### src/rtl/fifo_single_clock_programmable_pkg.sv
// Shared helpers for the single-clock FIFO library: width math and saturating arithmetic.
package fifo_single_clock_programmable_pkg;

  // Smallest w such that 2**w >= n (n = 0 or 1 gives 0).
  function automatic int clog2_width(input int n);
    int w;
    w = 0;
    for (int i = 0; i < 31; i++) begin
      if ((1 << i) < n) w = i + 1;
    end
    return w;
  endfunction

  // Occupancy needs one bit more than the pointers so that 0..DEPTH all fit.
  function automatic int count_width(input int log2_depth);
    return log2_depth + 1;
  endfunction

  // Increment that sticks at max_value instead of wrapping.
  function automatic logic [31:0] sat_inc(input logic [31:0] value, input logic [31:0] max_value);
    return (value == max_value) ? value : value + 32'd1;
  endfunction

endpackage

### src/rtl/fifo_single_clock_programmable_if.sv
// Producer/consumer-facing signal bundle of the programmable FIFO.
interface fifo_single_clock_programmable_if #(
  parameter int DATA_WIDTH          = 8,
  parameter int LOG2_OF_DEPTH       = 4,
  parameter int ERROR_COUNTER_WIDTH = 16
);
  logic [DATA_WIDTH-1:0]          data_in;
  logic                           write_enable;
  logic                           read_enable;
  logic [DATA_WIDTH-1:0]          data_out;
  logic                           full;
  logic                           empty;
  logic                           almost_full;
  logic                           almost_empty;
  logic [LOG2_OF_DEPTH:0]         almost_full_threshold;
  logic [LOG2_OF_DEPTH:0]         almost_empty_threshold;
  logic [LOG2_OF_DEPTH:0]         count;
  logic                           overflow;
  logic                           underflow;
  logic                           clear_errors;
  logic [ERROR_COUNTER_WIDTH-1:0] write_error_count;
  logic [ERROR_COUNTER_WIDTH-1:0] read_error_count;

  modport master (
    output data_in, write_enable, read_enable, almost_full_threshold,
           almost_empty_threshold, clear_errors,
    input  data_out, full, empty, almost_full, almost_empty, count,
           overflow, underflow, write_error_count, read_error_count
  );

  modport slave (
    input  data_in, write_enable, read_enable, almost_full_threshold,
           almost_empty_threshold, clear_errors,
    output data_out, full, empty, almost_full, almost_empty, count,
           overflow, underflow, write_error_count, read_error_count
  );
endinterface

### src/rtl/fifo_single_clock_programmable_saturating_error_counter.sv
// Saturating event counter with a synchronous clear that dominates the increment.
module fifo_saturating_error_counter
  import fifo_single_clock_programmable_pkg::*;
#(
  parameter int WIDTH = 16
) (
  input  logic             clock,
  input  logic             reset,
  input  logic             increment,
  input  logic             clear,
  output logic [WIDTH-1:0] value
);
  logic [WIDTH-1:0] value_q, value_d;

  // Next value: clear first, otherwise count up and stick at all-ones.
  always_comb begin
    value_d = value_q;
    if (clear) value_d = '0;
    else if (increment) value_d = WIDTH'(sat_inc(32'(value_q), 32'({WIDTH{1'b1}})));
  end

  // Counter register.
  always_ff @(posedge clock or posedge reset) begin
    if (reset) value_q <= '0;
    else       value_q <= value_d;
  end

  assign value = value_q;
endmodule

### src/rtl/fifo_single_clock_programmable.sv
// Single-clock FIFO, all DEPTH entries usable, with programmable almost flags,
// FWFT or registered read, and overflow/underflow reporting.
module fifo_single_clock_programmable
  import fifo_single_clock_programmable_pkg::*;
#(
  parameter int DATA_WIDTH          = 8,
  parameter int LOG2_OF_DEPTH       = 4,
  parameter int FWFT                = 1,
  parameter int ERROR_COUNTER_WIDTH = 16
) (
  input  logic                           clock,
  input  logic                           reset,
  fifo_single_clock_programmable_if.slave bus
);
  localparam int DEPTH       = 1 << LOG2_OF_DEPTH;
  localparam int COUNT_WIDTH = count_width(LOG2_OF_DEPTH);
  localparam logic [COUNT_WIDTH-1:0] DEPTH_C = COUNT_WIDTH'(DEPTH);

  logic [DATA_WIDTH-1:0]    mem_q [DEPTH];
  logic [LOG2_OF_DEPTH-1:0] wr_ptr_q, wr_ptr_d, rd_ptr_q, rd_ptr_d;
  logic [COUNT_WIDTH-1:0]   count_q, count_d;
  logic                     overflow_q, overflow_d, underflow_q, underflow_d;
  logic                     full, empty, wr_acc, rd_acc;

  // Flags derive from count only, so pointer equality never needs disambiguating.
  assign full   = (count_q == DEPTH_C);
  assign empty  = (count_q == '0);
  assign wr_acc = bus.write_enable && !full;
  assign rd_acc = bus.read_enable && !empty;

  // Pointer, occupancy and error-pulse next state.
  always_comb begin
    wr_ptr_d    = wr_ptr_q;
    rd_ptr_d    = rd_ptr_q;
    count_d     = count_q;
    overflow_d  = bus.write_enable && full;
    underflow_d = bus.read_enable && empty;
    if (wr_acc) wr_ptr_d = wr_ptr_q + LOG2_OF_DEPTH'(1);
    if (rd_acc) rd_ptr_d = rd_ptr_q + LOG2_OF_DEPTH'(1);
    case ({wr_acc, rd_acc})
      2'b10:   count_d = count_q + COUNT_WIDTH'(1);
      2'b01:   count_d = count_q - COUNT_WIDTH'(1);
      default: count_d = count_q;
    endcase
  end

  // Control registers; storage is deliberately left out of reset.
  always_ff @(posedge clock or posedge reset) begin
    if (reset) begin
      wr_ptr_q    <= '0;
      rd_ptr_q    <= '0;
      count_q     <= '0;
      overflow_q  <= 1'b0;
      underflow_q <= 1'b0;
    end else begin
      wr_ptr_q    <= wr_ptr_d;
      rd_ptr_q    <= rd_ptr_d;
      count_q     <= count_d;
      overflow_q  <= overflow_d;
      underflow_q <= underflow_d;
    end
  end

  // Storage write port.
  always_ff @(posedge clock) begin
    if (wr_acc) mem_q[wr_ptr_q] <= bus.data_in;
  end

  generate
    if (FWFT != 0) begin : g_fwft
      // Head word shown directly; masked while empty so stale storage never leaks.
      assign bus.data_out = empty ? '0 : mem_q[rd_ptr_q];
    end else begin : g_registered
      logic [DATA_WIDTH-1:0] dout_q, dout_d;

      // Output register loads only on an accepted read.
      always_comb begin
        dout_d = dout_q;
        if (rd_acc) dout_d = mem_q[rd_ptr_q];
      end

      // Output register.
      always_ff @(posedge clock or posedge reset) begin
        if (reset) dout_q <= '0;
        else       dout_q <= dout_d;
      end

      assign bus.data_out = dout_q;
    end
  endgenerate

  fifo_saturating_error_counter #(.WIDTH(ERROR_COUNTER_WIDTH)) u_write_errors (
    .clock     (clock),
    .reset     (reset),
    .increment (overflow_d),
    .clear     (bus.clear_errors),
    .value     (bus.write_error_count)
  );

  fifo_saturating_error_counter #(.WIDTH(ERROR_COUNTER_WIDTH)) u_read_errors (
    .clock     (clock),
    .reset     (reset),
    .increment (underflow_d),
    .clear     (bus.clear_errors),
    .value     (bus.read_error_count)
  );

  assign bus.full         = full;
  assign bus.empty        = empty;
  assign bus.count        = count_q;
  assign bus.almost_full  = (count_q >= bus.almost_full_threshold);
  assign bus.almost_empty = (count_q <= bus.almost_empty_threshold);
  assign bus.overflow     = overflow_q;
  assign bus.underflow    = underflow_q;
endmodule
### src/flat_wrapper.sv
// flat-port wrapper written by rule: the top's interface ports become plain ports
module fifo_single_clock_programmable_flat import fifo_single_clock_programmable_pkg::*;
#(
  parameter int DATA_WIDTH          = 8,
  parameter int LOG2_OF_DEPTH       = 4,
  parameter int FWFT                = 1,
  parameter int ERROR_COUNTER_WIDTH = 16
)
  (clock, reset, bus_data_in, bus_write_enable, bus_read_enable, bus_almost_full_threshold, bus_almost_empty_threshold, bus_clear_errors, bus_data_out, bus_full, bus_empty, bus_almost_full, bus_almost_empty, bus_count, bus_overflow, bus_underflow, bus_write_error_count, bus_read_error_count);
  fifo_single_clock_programmable_if #(.DATA_WIDTH(DATA_WIDTH), .LOG2_OF_DEPTH(LOG2_OF_DEPTH), .ERROR_COUNTER_WIDTH(ERROR_COUNTER_WIDTH)) bus_i ();
  input  logic clock;
  input  logic reset;
  input wire logic [$bits(bus_i.data_in)-1:0] bus_data_in;
  input wire logic [$bits(bus_i.write_enable)-1:0] bus_write_enable;
  input wire logic [$bits(bus_i.read_enable)-1:0] bus_read_enable;
  input wire logic [$bits(bus_i.almost_full_threshold)-1:0] bus_almost_full_threshold;
  input wire logic [$bits(bus_i.almost_empty_threshold)-1:0] bus_almost_empty_threshold;
  input wire logic [$bits(bus_i.clear_errors)-1:0] bus_clear_errors;
  output wire logic [$bits(bus_i.data_out)-1:0] bus_data_out;
  output wire logic [$bits(bus_i.full)-1:0] bus_full;
  output wire logic [$bits(bus_i.empty)-1:0] bus_empty;
  output wire logic [$bits(bus_i.almost_full)-1:0] bus_almost_full;
  output wire logic [$bits(bus_i.almost_empty)-1:0] bus_almost_empty;
  output wire logic [$bits(bus_i.count)-1:0] bus_count;
  output wire logic [$bits(bus_i.overflow)-1:0] bus_overflow;
  output wire logic [$bits(bus_i.underflow)-1:0] bus_underflow;
  output wire logic [$bits(bus_i.write_error_count)-1:0] bus_write_error_count;
  output wire logic [$bits(bus_i.read_error_count)-1:0] bus_read_error_count;
  assign bus_i.data_in = bus_data_in;
  assign bus_i.write_enable = bus_write_enable;
  assign bus_i.read_enable = bus_read_enable;
  assign bus_i.almost_full_threshold = bus_almost_full_threshold;
  assign bus_i.almost_empty_threshold = bus_almost_empty_threshold;
  assign bus_i.clear_errors = bus_clear_errors;
  assign bus_data_out = bus_i.data_out;
  assign bus_full = bus_i.full;
  assign bus_empty = bus_i.empty;
  assign bus_almost_full = bus_i.almost_full;
  assign bus_almost_empty = bus_i.almost_empty;
  assign bus_count = bus_i.count;
  assign bus_overflow = bus_i.overflow;
  assign bus_underflow = bus_i.underflow;
  assign bus_write_error_count = bus_i.write_error_count;
  assign bus_read_error_count = bus_i.read_error_count;
  fifo_single_clock_programmable #(.DATA_WIDTH(DATA_WIDTH), .LOG2_OF_DEPTH(LOG2_OF_DEPTH), .FWFT(FWFT), .ERROR_COUNTER_WIDTH(ERROR_COUNTER_WIDTH)) u_core (.clock(clock), .reset(reset), .bus(bus_i));
endmodule
### config.mk
export PLATFORM = sky130hd
export DESIGN_NAME = fifo_single_clock_programmable_flat
export DESIGN_NICKNAME = d
export VERILOG_FILES = /design/src/rtl/fifo_single_clock_programmable_pkg.sv /design/src/rtl/fifo_single_clock_programmable_if.sv /design/src/rtl/fifo_single_clock_programmable_saturating_error_counter.sv /design/src/rtl/fifo_single_clock_programmable.sv /design/src/flat_wrapper.sv
export SDC_FILE = /design/constraint.sdc
export NUM_CORES = 1
export LEC_CHECK = 0
export ABC_AREA = 1
export CORE_ASPECT_RATIO = 0.5
export CORE_MARGIN = 5
export CORE_UTILIZATION = 45
export CTS_CLUSTER_SIZE = 14
export DETAILED_ROUTE_END_ITERATION = 10
export GPL_ROUTABILITY_DRIVEN = 0
export GPL_TIMING_DRIVEN = 0
export PLACE_DENSITY = 0.73
export RECOVER_POWER = 25
export SLEW_MARGIN = 40
export SYNTH_ARGS = -nofsm -noshare
export SYNTH_HDL_FRONTEND = slang
export SYNTH_SLANG_ARGS = --single-unit
### constraint.sdc
create_clock -name clock -period 2.3 [get_ports clock]
set_clock_uncertainty 0.1 [all_clocks]
set_input_delay 0.69 -clock clock [delete_from_list [all_inputs] [get_ports clock]]
set_output_delay 0.69 -clock clock [all_outputs]
set_load 0.05 [all_outputs]
## Yosys cells after proc, flatten, opt, wreduce, memory -nomap -nowiden

Memories as Yosys holds them, arrays and structs flattened.
Index checks and enable logic that the tools add are counted.

- $add $sub $neg: 6
- $lt $le $gt $ge: 2
- Eq/ne operators: 7
- Reductions and logical operators: 12
- Mux-type cells: 10

Operators by type and width:

| kind | number |
|---|---|
| $mux W16 | 6 |
| $add A16 B1 Y16 const B | 2 |
| $eq A16 B16 Y1 const B | 2 |
| $pmux W5 S2 | 1 |
| $add A4 B1 Y4 const B | 2 |
| $mux W8 | 1 |
| $reduce_bool A2 Y1 | 3 |
| $add A5 B1 Y5 const B | 1 |
| $eq A5 B5 Y1 const B | 1 |
| $ge A5 B5 Y1 | 1 |
| $le A5 B5 Y1 | 1 |
| $logic_not A5 Y1 | 1 |
| $sub A5 B1 Y5 const B | 1 |
| $logic_and A1 B1 Y1 | 4 |
| $ne A2 B2 Y1 const B | 2 |
| $reduce_and A2 Y1 | 2 |
| $eq A2 B1 Y1 const B | 1 |
| $eq A2 B2 Y1 const B | 1 |
| $logic_not A1 Y1 | 2 |
| $mux W1 | 2 |

- Register bits after elaboration: 47
- Output and inout bits: 51
- Memories kept: 1
- Logic and storage cells: 45
- RAM bits: 128
- Input bits: 23

Memory list:

| name | depth | width | rd ports | clocked after Yosys merged registers in | wr ports | line | text |
|---|---|---|---|---|---|---|---|
| u_core.mem_q | 16 | 8 | 1 | 0 | 1 | fifo_single_clock_programmable.sv:19 | `logic [DATA_WIDTH-1:0] mem_q [DEPTH];` |

## Depth between registers and ports, before layout

Gate-level depths: netlist of run 1.

- Word-level depth: 5
- Depth in mapped cells: 13
- Depth with buffers taken out: 13

## By module

A second synthesis of run 1 with hierarchy kept.

- Cells, all modules: 903
- Area, all modules: 8550.7 um2

Modules (own cells, without submodules):

| module | cells an instance | times used | area an instance (um2) |
|---|---|---|---|
| fifo_single_clock_programmable | 589 | 1 | 6433.7 |
| fifo_saturating_error_counter | 157 | 2 | 1058.5 |

## Least setup slack after synthesis of run 1

Ideal clock, no wire load.

- Kind: reg-to-output
- Start point: register u_core.count_q[4], in the netlist u_core.bus.count[4]
- End point: output port bus_almost_full
- Slack: -1.432 ns
- Data arrival time: 2.942 ns
- Stages on the path, launching flop included: 4
- Buffers on the path: 0
- Path through: dfrtp_1 ha_1 nand2_1 o311ai_0

- Longest elaborated chain between the ends: 1

RTL lines:

| item | line | text |
|---|---|---|
| start, declared | fifo_single_clock_programmable.sv:21 | `logic [COUNT_WIDTH-1:0] count_q, count_d;` |
| start signal, assigned | fifo_single_clock_programmable.sv:58 | `count_q <= count_d;` |
| $ge A5 B5 Y1 | fifo_single_clock_programmable.sv:111 | `assign bus.almost_full = (count_q >= bus.almost_full_threshold);` |
| end, declared | flat_wrapper.sv:22 | `output wire logic [$bits(bus_i.almost_full)-1:0] bus_almost_full;` |

Every way passes these cells.

## Final worst setup path of run 1

- Start point: register u_core.rd_ptr_q[0]
- End point: output port bus_data_out[1]

- Longest elaborated chain between the ends: 2

RTL lines:

| item | line | text |
|---|---|---|
| start, declared | fifo_single_clock_programmable.sv:20 | `logic [LOG2_OF_DEPTH-1:0] wr_ptr_q, wr_ptr_d, rd_ptr_q, rd_ptr_d;` |
| start signal, assigned | fifo_single_clock_programmable.sv:57 | `rd_ptr_q <= rd_ptr_d;` |
| $mem_v2 Z16 W8 | -- |  |
| $mux W8 | fifo_single_clock_programmable.sv:72 | `assign bus.data_out = empty ? '0 : mem_q[rd_ptr_q];` |
| end, declared | flat_wrapper.sv:19 | `output wire logic [$bits(bus_i.data_out)-1:0] bus_data_out;` |

Every way passes these cells.

==> results.sh, run 1 <==
export IMPL_status="complete, but fails checks"
export IMPL_violations="setup timing"
export IMPL_finalCritPeriodShare_pct=128
export IMPL_numClockSinks=175
export IMPL_synthMostInstantiatedCell="nand2_1"
export IMPL_clk_latency_ps=440
export IMPL_first_pass_iters=6
export IMPL_worst_pin_slew_ps=1000
export IMPL_netlist_instances=871
export IMPL_final_antenna_net_count=0
export IMPL_crit_fanout=4
export IMPL_rr_startpoint="u_core.bus.count[1]$_DFFE_PP0P_"
export IMPL_grtUsageTotal_pct=20.1
export IMPL_synth_flop_cell="edfxtp_1"
export IMPL_cap_violations=0
export IMPL_wirelength_um=23800
export IMPL_r2r_end="u_core.bus.count[4]$_DFFE_PP0P_"
export IMPL_final_hold_viol_count=0
export IMPL_vdd_ir_drop_max_uv=622
export IMPL_hold_start="u_core.wr_ptr_q[3]$_DFFE_PP0P_"
export IMPL_grt_pass1_vias=6249
export IMPL_synth_seq_cells=175
export IMPL_start_util_pct=45.8
export IMPL_vias=6954
export IMPL_clock_path_buffers=2
export IMPL_ys_async_sr_fraction_pct=26.9
export IMPL_rows=35
export IMPL_arrival_ps=2140
export IMPL_synth_area_per_cell_um2=9.65
export IMPL_setup_viol=97
export IMPL_p_leak_nw=4.74
export IMPL_htree_num_levels=4
export IMPL_synth_area_leaders="edfxtp_1 (46%), dfrtp_1 (14%), nand2_1 (13%)"
export IMPL_synth_commonest_cells="nand2_1 (300), edfxtp_1 (128), nand3_1 (119)"
export IMPL_grt_max_degree=41
export IMPL_tritoncts="done"
export IMPL_pin_count=74
export IMPL_hp_class="reg2reg"
export IMPL_cts_clk_slew_worst_paths_ps=70
export IMPL_die_h_um=107
export IMPL_grt_pass1_wl_um=33700
export IMPL_cts_buffers=17
export IMPL_crit_path_start_kind="flip-flop"
export IMPL_timing_final_ws_setup_ps=-634
export IMPL_drt_iter0_drc=739
export IMPL_required_ps=1510
export IMPL_netlist_cell_type_count=34
export IMPL_fp_coreArea_um2=18300
export IMPL_wl_met1_um=9750
export IMPL_finalPower_mw=14.7
export IMPL_finalNetCount=1054
export IMPL_rsz0062_at_grt="true"
export IMPL_wl_met2_um=11700
export IMPL_die_area_um2=21700
export IMPL_synth_top_area_share_pct=45.7
export IMPL_synth_nets=915
export IMPL_diodes=0
export IMPL_critPathKind="reg2out"
export IMPL_place_inst=1184
export IMPL_area_growth_pct=37.8
export IMPL_routed_wl_met3_um=1810
export IMPL_drive_gt1_share_pct=30.2
export IMPL_overflow=0
export IMPL_synth_area_um2=8400
export IMPL_ff2ff_path_depth=15
export IMPL_seq_area_frac_synth_pct=59.7
export IMPL_synth_edf_count=128
export IMPL_relSlewSlack_pct=33.3
export IMPL_fp_dieW_um=203
export IMPL_routedWlPerCell_um=18.9
export IMPL_hold_depth=1
export IMPL_final_instance_count_excl_fill=1263
export IMPL_rrSetupSlack_ps=-280
export IMPL_holdPathEnd="u_core.wr_ptr_q[3]$_DFFE_PP0P_"
export IMPL_viasPerCell=5.51
export IMPL_yosysTopAreaCell="edfxtp_1"
export IMPL_slew_viol_final=0
export IMPL_cp_end_kind="primary output"
export IMPL_yosysWarnings=0
export IMPL_clockRootBuffer="clkbuf_16"
export IMPL_fmax_mhz=341
export IMPL_power_density_nw_per_um2=1270
export IMPL_drc_errors=0
export IMPL_holdWs_ps=430
export IMPL_dp_hpwl_um=14300
export IMPL_min_period_ps=2930
export IMPL_port_buffers=72
export IMPL_cts_hold_buf=0
export IMPL_antenna_found_initial=0
export IMPL_top_layer="met4"
==> critical path, cell delays in order (launching register included) <==
cell       delay [ps]
dfrtp_2           470
inv_4             130
clkbuf_16         160
buf_4             120
nand2_1            60
nand3_1           100
nand3_1           130
nand2_2           110
nand2_2            70
a21oi_4           200
buf_6             180
==> cells by family after synthesis <==
group	after synthesis	synth area share [%]
flip-flops	175	59.7
buffers and inverters	87	4.53
AO/OA/AOI/OAI	52	3.86
XOR/XNOR	24	2.50
adder cells (fa/ha/maj)	21	3.13
AND/OR/NAND/NOR	512	26.2
==> cell type report <==
class | count | area (um2)
Buffer | 30 | 323
Clock buffer | 17 | 425
Clock inverter | 15 | 165
Fill cell | 1332 | 6770
Inverter | 56 | 241
Multi-Input combinational cell | 609 | 3810
Sequential cell | 175 | 5030
Tap cell | 240 | 300
Timing Repair Buffer | 120 | 1260
Timing Repair inverter | 1 | 16.3
==> where the power goes <==
group / switching (mW) / internal, mW / total, mW
registers: 0.306 / 3.79 / 4.09
logic: 4.68 / 3.09 / 7.77
clock network: 1.40 / 1.46 / 2.86
==> registers in the layout (all words and copies together) (netlist names) <==
| signal | cells |
|---|---|
| u_core.mem_q | 128 |
| u_core.u_read_errors.value | 16 |
| u_core.u_write_errors.value | 16 |
| u_core.bus.count | 5 |
| u_core.rd_ptr_q | 4 |
| u_core.wr_ptr_q | 4 |
| u_core.bus.overflow | 1 |
| u_core.bus.underflow | 1 |
==> worst max path at each step <==
stage | startpoint | to | depth (start not counted)
after global placement | bus_almost_empty_threshold[1] | bus_almost_empty | 7
after CTS | u_core.rd_ptr_q[0]$_DFFE_PP0P_ | bus_data_out[3] | 10
final | u_core.rd_ptr_q[0]$_DFFE_PP0P_ | bus_data_out[1] | 10
after floorplan | bus_almost_full_threshold[3] | bus_almost_full | 4
after detailed placement | bus_almost_empty_threshold[4] | bus_almost_empty | 7
after global routing | u_core.rd_ptr_q[0]$_DFFE_PP0P_ | bus_data_out[1] | 10
==> stage by stage <==
step / setup TNS, ps / util (%) / worst slack, ps / area [um2]
finish: -9870 / 63.1 / -634 / 11600
CTS: -5120 / 58.1 / -565 / 10700
global route: -21550 / 63.1 / -689 / 11600
floorplan: -154 / - / -71.7 / 8630
global placement: -105900 / 52.6 / -1190 / 9650
detailed placement: -81110 / 52.7 / -1230 / 9670
==> layout by cell type, fill, tap and decap left out, drive strengths merged, types with 3 or more instances in the layout <==
master         instances
dfrtp                 47
clkdlybuf4s15         10
inv                   60
clkinv                 8
nor2                  64
o21bai                 7
a21oi                 13
ha                    21
clkbuf                34
o21ai                 28
clkinvlp               4
buf                   74
xnor2                  3
nand3                121
edfxtp               128
clkdlybuf4s50          9
nand2                310
nand4                 15
dlygate4sd3            3
dlygate4sd2           37
xor2                  21
==> metal layers <==
metal	track usage (%)	up-vias
li1	-	3214
met1	27.2	3329
met2	33.2	363
met3	3.54	48
met4	6.64	0
met5	0	-
==> repair_timing <==
item                       4_1_cts  5_1_grt
buffers inserted                14       25
setup endpoints to repair      182       23
resized for setup              226      143
pin swaps                       17       47
cloned                           1        8
Note: power is estimated with default switching activity, not from simulation.
==> run 2, diff against run 1 <==
--- a/config.mk
+++ b/config.mk
@@ -5,17 +5,16 @@
 export SDC_FILE = /design/constraint.sdc
 export NUM_CORES = 1
 export LEC_CHECK = 0
-export ABC_AREA = 1
 export CORE_ASPECT_RATIO = 0.5
 export CORE_MARGIN = 5
 export CORE_UTILIZATION = 45
 export CTS_CLUSTER_SIZE = 14
 export DETAILED_ROUTE_END_ITERATION = 10
-export GPL_ROUTABILITY_DRIVEN = 0
 export GPL_TIMING_DRIVEN = 0
-export PLACE_DENSITY = 0.73
+export PLACE_DENSITY = 0.74
 export RECOVER_POWER = 25
 export SLEW_MARGIN = 40
 export SYNTH_ARGS = -nofsm -noshare
 export SYNTH_HDL_FRONTEND = slang
 export SYNTH_SLANG_ARGS = --single-unit
+export TNS_END_PERCENT = 100
==> run 2 against run 1 <==
The run still ends with setup timing left. Non-clock buffer count fell by 25. Fmax fell by 1.9%. Cell area fell by 10%. Die area fell by 7.7%.
==> results.sh, run 2 <==
export IMPL_status="complete, but fails checks"
export IMPL_violations="setup timing"
export IMPL_dp_hpwl_um=10700
export IMPL_antenna_found_initial=0
export IMPL_mostFrequentLayoutCell="edfxtp_1"
export IMPL_gp_congestion=0.849
export IMPL_final_antenna_net_count=0
export IMPL_cp_slowest_cell="mux4_2"
export IMPL_cts_clk_slew_worst_paths_ps=70
export IMPL_holdWs_ps=446
export IMPL_drive_gt1_share_pct=34.2
export IMPL_cp_end_kind="primary output"
export IMPL_path_buf_inv=3
export IMPL_synth_top_area_share_pct=49.9
export IMPL_synth_compound_area_share_pct=3.12
export IMPL_power_density_nw_per_um2=1220
export IMPL_first_pass_iters=5
export IMPL_drc_errors=0
export IMPL_rows=33
export IMPL_netlist_cell_type_count=44
export IMPL_synth_area_um2=7700
export IMPL_timing_final_ws_setup_ps=-693
export IMPL_port_buffers=73
export IMPL_numClockSinks=175
export IMPL_synth_seq_cells=175
export IMPL_relSlewSlack_pct=33.3
export IMPL_p_leak_nw=3.85
export IMPL_synthMuxAreaShare_pct=11.9
export IMPL_fp_coreArea_um2=16600
export IMPL_crit_family="multiplexers"
export IMPL_rr_startpoint="u_core.bus.count[1]$_DFFE_PP0P_"
export IMPL_netlist_instances=514
export IMPL_tritoncts="done"
export IMPL_arrival_ps=2200
export IMPL_clockRootBuffer="clkbuf_16"
export IMPL_finalCritPeriodShare_pct=130
export IMPL_ys_async_sr_fraction_pct=26.9
export IMPL_synth_area_per_cell_um2=15.0
export IMPL_min_period_ps=2990
export IMPL_regMostFlops="u_core.mem_q"
export IMPL_area_growth_pct=35.0
export IMPL_fmax_mhz=334
export IMPL_clock_path_buffers=2
export IMPL_path_cells="clkbuf_16 -> buf_12 -> mux4_2 -> mux2i_4 -> o22ai_4 -> buf_6"
export IMPL_finalNetCount=681
export IMPL_final_instance_count_excl_fill=877
export IMPL_synth_simple_area_share_pct=10.5
export IMPL_cap_violations=0
export IMPL_largest_reg_flops=128
export IMPL_synth_flop_cell="edfxtp_1"
export IMPL_dpl_worst_slack_ps=-1360
export IMPL_grt_pass1_vias=5027
export IMPL_synth_xor_area_share_pct=3.98
export IMPL_place_inst=815
export IMPL_die_h_um=103
export IMPL_seq_area_frac_synth_pct=65.2
export IMPL_crit_path_start_kind="flip-flop"
export IMPL_setup_viol=16
export IMPL_grt_pass1_wl_um=27700
export IMPL_final_cell_area_um2=10400
export IMPL_multi_input_area_um2=3140
export IMPL_grtUsageTotal_pct=18.0
export IMPL_final_hold_viol_count=0
export IMPL_clk_latency_ps=420
export IMPL_ff2ff_path_depth=14
export IMPL_grt_max_degree=28
export IMPL_required_ps=1510
export IMPL_crit_fanout=5
export IMPL_wirelength_um=17700
export IMPL_cp_slowest_stage_delay_ps=540
export IMPL_fp_dieW_um=195
export IMPL_vias=4802
export IMPL_hold_depth=1
export IMPL_r2r_end="u_core.bus.count[4]$_DFFE_PP0P_"
export IMPL_fillers=1219
export IMPL_seqCellArea_um2=5030
export IMPL_rrSetupSlack_ps=-460
export IMPL_synth_edf_count=128
export IMPL_placed_area_um2=8970
export IMPL_yosysWarnings=0
export IMPL_die_area_um2=20000
export IMPL_cts_buffers=17
export IMPL_synthMostInstantiatedCell="edfxtp_1"
export IMPL_hp_class="reg2reg"
export IMPL_holdPathEnd="u_core.u_write_errors.value[5]$_DFFE_PP0P_"
export IMPL_synth_commonest_cells="edfxtp_1 (128), dfrtp_1 (47), nor2_1 (46)"
export IMPL_critPathKind="reg2out"
export IMPL_layout_common_cells="edfxtp_1 (128), dfrtp_1 (39), dlygate4sd2_1 (38)"
export IMPL_slew_viol_final=0
export IMPL_htree_num_levels=4
export IMPL_synth_area_leaders="edfxtp_1 (50%), dfrtp_1 (15%), mux4_2 (9.4%)"
export IMPL_synth_nets=558
export IMPL_viasPerCell=5.48
export IMPL_worst_pin_slew_ps=995
export IMPL_hold_start="u_core.u_write_errors.value[5]$_DFFE_PP0P_"
export IMPL_diodes=0
export IMPL_overflow=0
export IMPL_yosysTopAreaCell="edfxtp_1"
export IMPL_start_util_pct=46.4
export IMPL_rsz0062_at_grt="true"
export IMPL_synthAdderAreaFrac_pct=3.41
export IMPL_pin_count=74
export IMPL_synth_top_family_by_area="multiplexers"
export IMPL_routedWlPerCell_um=20.2
export IMPL_fin_setup_tns_ps=-7980
export IMPL_drt_iter0_drc=396
export IMPL_vdd_ir_drop_max_uv=642
## run 2: layout make-up
type	count	share of cell area (%)
Buffer	15	1.67
Clock buffer	18	4.13
Clock inverter	14	1.52
Inverter	19	0.794
Multi-Input combinational cell	299	30.2
Sequential cell	175	48.4
Tap cell	227	2.73
Timing Repair Buffer	110	10.6
## run 2: worst max path at each step
stage / startpoint / to / slack, ps / cells past startpoint
global route: u_core.rd_ptr_q[0]$_DFFE_PP0P_ / bus_data_out[3] / -740 / 6
finish: u_core.rd_ptr_q[0]$_DFFE_PP0P_ / bus_data_out[3] / -690 / 6
global placement: bus_almost_empty_threshold[1] / bus_almost_empty / -1350 / 9
floorplan: u_core.bus.count[1]$_DFFE_PP0P_ / u_core.bus.count[4]$_DFFE_PP0P_ / -640 / 14
detailed placement: bus_almost_empty_threshold[1] / bus_almost_empty / -1360 / 9
CTS: u_core.rd_ptr_q[0]$_DFFE_PP0P_ / bus_data_out[5] / -710 / 6
## run 2: cells by family (layout without fill, tap and decap cells)
kind of cell               Yosys count  count (layout)
buffers and inverters               40             176
muxes                               51              51
xor gates and xnor gates            35              35
adders and majority gates           21              21
AOI/OAI and AO/OA                   39              39
and+or+nand+nor                    153             153
DFF                                175             175
## run 2: routing by layer
metal | share of wire, % | vias to the layer above | GRT usage (%)
met4 | 0.96 | 0 | 4.50
met3 | 4.9 | 14 | 3.69
li1 | - | 2216 | -
met5 | 0 | - | 0
met2 | 51 | 149 | 31.0
met1 | 43 | 2423 | 24.2
## run 2: stage by stage
stage | power, mW | util (%)
after floorplan | 7.28 | -
after global placement | 8.37 | 53.9
after detailed placement | 8.47 | 54.1
after CTS | 12.3 | 61.5
after global routing | 13.2 | 62.6
final | 12.7 | 62.6
## run 2: repair_timing
item	4_1_cts	5_1_grt
pin swaps	32	25
buffers inserted	22	12
cloned	2	2
setup endpoints to repair	169	78
hold buffers	0	0
gates resized for setup	225	42
## run 2: where the power goes
part | internal (mW) | switching (mW)
clock | 1.47 | 1.37
sequential | 3.76 | 0.423
combinational | 2.66 | 2.97
==> run 3, diff against run 2 <==
--- a/config.mk
+++ b/config.mk
@@ -6,11 +6,12 @@
 export NUM_CORES = 1
 export LEC_CHECK = 0
 export CORE_ASPECT_RATIO = 0.5
-export CORE_MARGIN = 5
+export CORE_MARGIN = 4
 export CORE_UTILIZATION = 45
 export CTS_CLUSTER_SIZE = 14
 export DETAILED_ROUTE_END_ITERATION = 10
 export GPL_TIMING_DRIVEN = 0
+export MAX_ROUTING_LAYER = met4
 export PLACE_DENSITY = 0.74
 export RECOVER_POWER = 25
 export SLEW_MARGIN = 40
==> run 3 against run 2 <==
The flow still finishes with violations (setup timing). Power down 1.2%. Combinational power down 1%. Hold slack better by 12 ps. Clock power about the same. Non-clock buffer count unchanged. Critical path type unchanged. Largest cell class unchanged.
==> results.sh, run 3 (synthesized netlist as in run 2, its figures left out) <==
export IMPL_status="complete, but fails checks"
export IMPL_violations="setup timing"
export IMPL_crit_fanout=8
export IMPL_sw_frac_of_total_pct=37.6
export IMPL_setup_viol=16
export IMPL_mostFrequentLayoutCell="edfxtp_1"
export IMPL_seqPwrFrac_pct=32.9
export IMPL_grt_pass1_wl_um=27000
export IMPL_path_buf_inv=3
export IMPL_htree_num_levels=4
export IMPL_cp_slowest_cell="mux4_2"
export IMPL_p_int_mw=7.81
export IMPL_die_area_um2=19400
export IMPL_largest_reg_flops=128
export IMPL_viasPerCell=5.44
export IMPL_clock_path_buffers=2
export IMPL_crit_path_start_kind="flip-flop"
export IMPL_diodes=0
export IMPL_crit_family="multiplexers"
export IMPL_gp_congestion=0.868
export IMPL_area_growth_pct=33.9
export IMPL_critPathKind="reg2out"
export IMPL_vdd_ir_drop_max_uv=1270
export IMPL_dpl_worst_slack_ps=-1370
export IMPL_grtUsageTotal_pct=18.8
export IMPL_p_leak_nw=3.82
export IMPL_finalNetCount=681
export IMPL_power_density_nw_per_um2=1210
export IMPL_drive_gt1_share_pct=34.0
export IMPL_drt_iter0_drc=467
export IMPL_grt_pass1_vias=4928
export IMPL_routedWlPerCell_um=19.4
export IMPL_clkPwrFrac_pct=22.6
export IMPL_finalCritPeriodShare_pct=130
export IMPL_fp_dieW_um=193
export IMPL_tritoncts="done"
export IMPL_path_cells="buf_12 -> buf_12 -> mux4_2 -> mux2i_4 -> o22ai_4 -> buf_6"
export IMPL_regMostFlops="u_core.mem_q"
export IMPL_power_frac_comb_pct=44.5
export IMPL_post_route_util_pct=62.3
export IMPL_final_cell_area_um2=10300
export IMPL_finalPower_mw=12.5
export IMPL_cap_violations=0
export IMPL_fmax_mhz=336
export IMPL_clk_latency_ps=420
export IMPL_cp_end_kind="primary output"
export IMPL_grt_max_degree=31
export IMPL_fillers=1181
export IMPL_placed_area_um2=8980
export IMPL_numClockSinks=175
export IMPL_first_pass_iters=5
export IMPL_cpMostUsedCell="buf_12"
export IMPL_cts_clk_slew_worst_paths_ps=70
export IMPL_worst_pin_slew_ps=800
export IMPL_min_period_ps=2980
export IMPL_hp_class="reg2reg"
export IMPL_drc_errors=0
export IMPL_layout_common_cells="edfxtp_1 (128), dfrtp_1 (40), dlygate4sd2_1 (35)"
export IMPL_arrival_ps=2190
export IMPL_antenna_found_initial=0
export IMPL_start_util_pct=46.5
export IMPL_cp_slowest_stage_delay_ps=550
export IMPL_die_h_um=101
export IMPL_p_sw_mw=4.70
export IMPL_rsz0062_at_grt="true"
export IMPL_cts_buffers=17
export IMPL_vias=4770
export IMPL_required_ps=1510
export IMPL_rows=33
export IMPL_slew_viol_final=0
export IMPL_dp_hpwl_um=10600
export IMPL_relSlewSlack_pct=46.4
export IMPL_timing_final_ws_setup_ps=-681
export IMPL_final_hold_viol_count=0
export IMPL_wirelength_um=17100
export IMPL_fp_coreArea_um2=16600
export IMPL_pin_count=74
export IMPL_port_buffers=73
export IMPL_overflow=0
export IMPL_final_antenna_net_count=0
export IMPL_clockRootBuffer="clkbuf_16"
## run 3: cell types whose count changed in the layout (fill, tap and decap cells not counted), moves of 3 or more
| cell | delta |
|---|---|
| buf_4 | +6 |
| buf_6 | -7 |
| dlygate4sd2_1 | -3 |
| nor2_2 | +3 |
| nor2_4 | -3 |
## run 3: per-stage QoR
step	instances	setup TNS, ps	hold WS (ps)
CTS	875	-9530	446
floorplan	514	-4470	377
detailed placement	815	-80120	415
global placement	814	-113210	399
finish	877	-7230	458
global route	877	-8970	484
## run 3: path summary, 6_finish.rpt
check	start	endpoint	slack, ps	depth (start not counted)
max	u_core.rd_ptr_q[0]$_DFFE_PP0P_	bus_data_out[3]	-680	6
min	u_core.u_write_errors.value[5]$_DFFE_PP0P_	u_core.u_write_errors.value[5]$_DFFE_PP0P_	460	1
max reg2reg	u_core.bus.count[1]$_DFFE_PP0P_	u_core.bus.count[4]$_DFFE_PP0P_	-450	14
min reg2reg	u_core.u_write_errors.value[5]$_DFFE_PP0P_	u_core.u_write_errors.value[5]$_DFFE_PP0P_	460	1
max in group asynchronous	reset	u_core.bus.count[3]$_DFFE_PP0P_	220	3
min in group asynchronous	reset	u_core.bus.underflow$_DFF_PP0_	720	2
## run 3: area by class of cell
class,count,area [um2],share of cell area (%)
Timing Repair Buffer,109,1070,10.4
Sequential cell,175,5030,48.8
Inverter,19,80.1,0.777
Buffer,16,170,1.65
Tap cell,227,284,2.75
Clock inverter,14,158,1.53
Clock buffer,18,429,4.16
Multi-Input combinational cell,299,3090,30.0
## run 3: power groups by stage
stage               combinational, mW  clock [mW]  sequential (mW)
detailed placement               4.44           0             4.05
CTS                              5.51        2.86             4.06
finish                           5.57        2.83             4.11
global route                     5.92        3.01             4.16
global placement                 4.35           0             4.03
floorplan                        3.12           0             4.17
## run 3: timing repair
item	in CTS	in global routing
pin swaps	33	27
hold buffers	0	0
cloned	2	1
gates resized for setup	212	42
endpoints found under the setup margin	161	166
setup buffers	28	8
## run 3: layer usage
layer	vias to the layer above	track usage, %	routed length (um)
li1	2216	-	-
met1	2396	25.0	7380
met2	143	30.0	8480
met3	15	4.60	1020
met4	0	4.13	173
met5	-	-	0
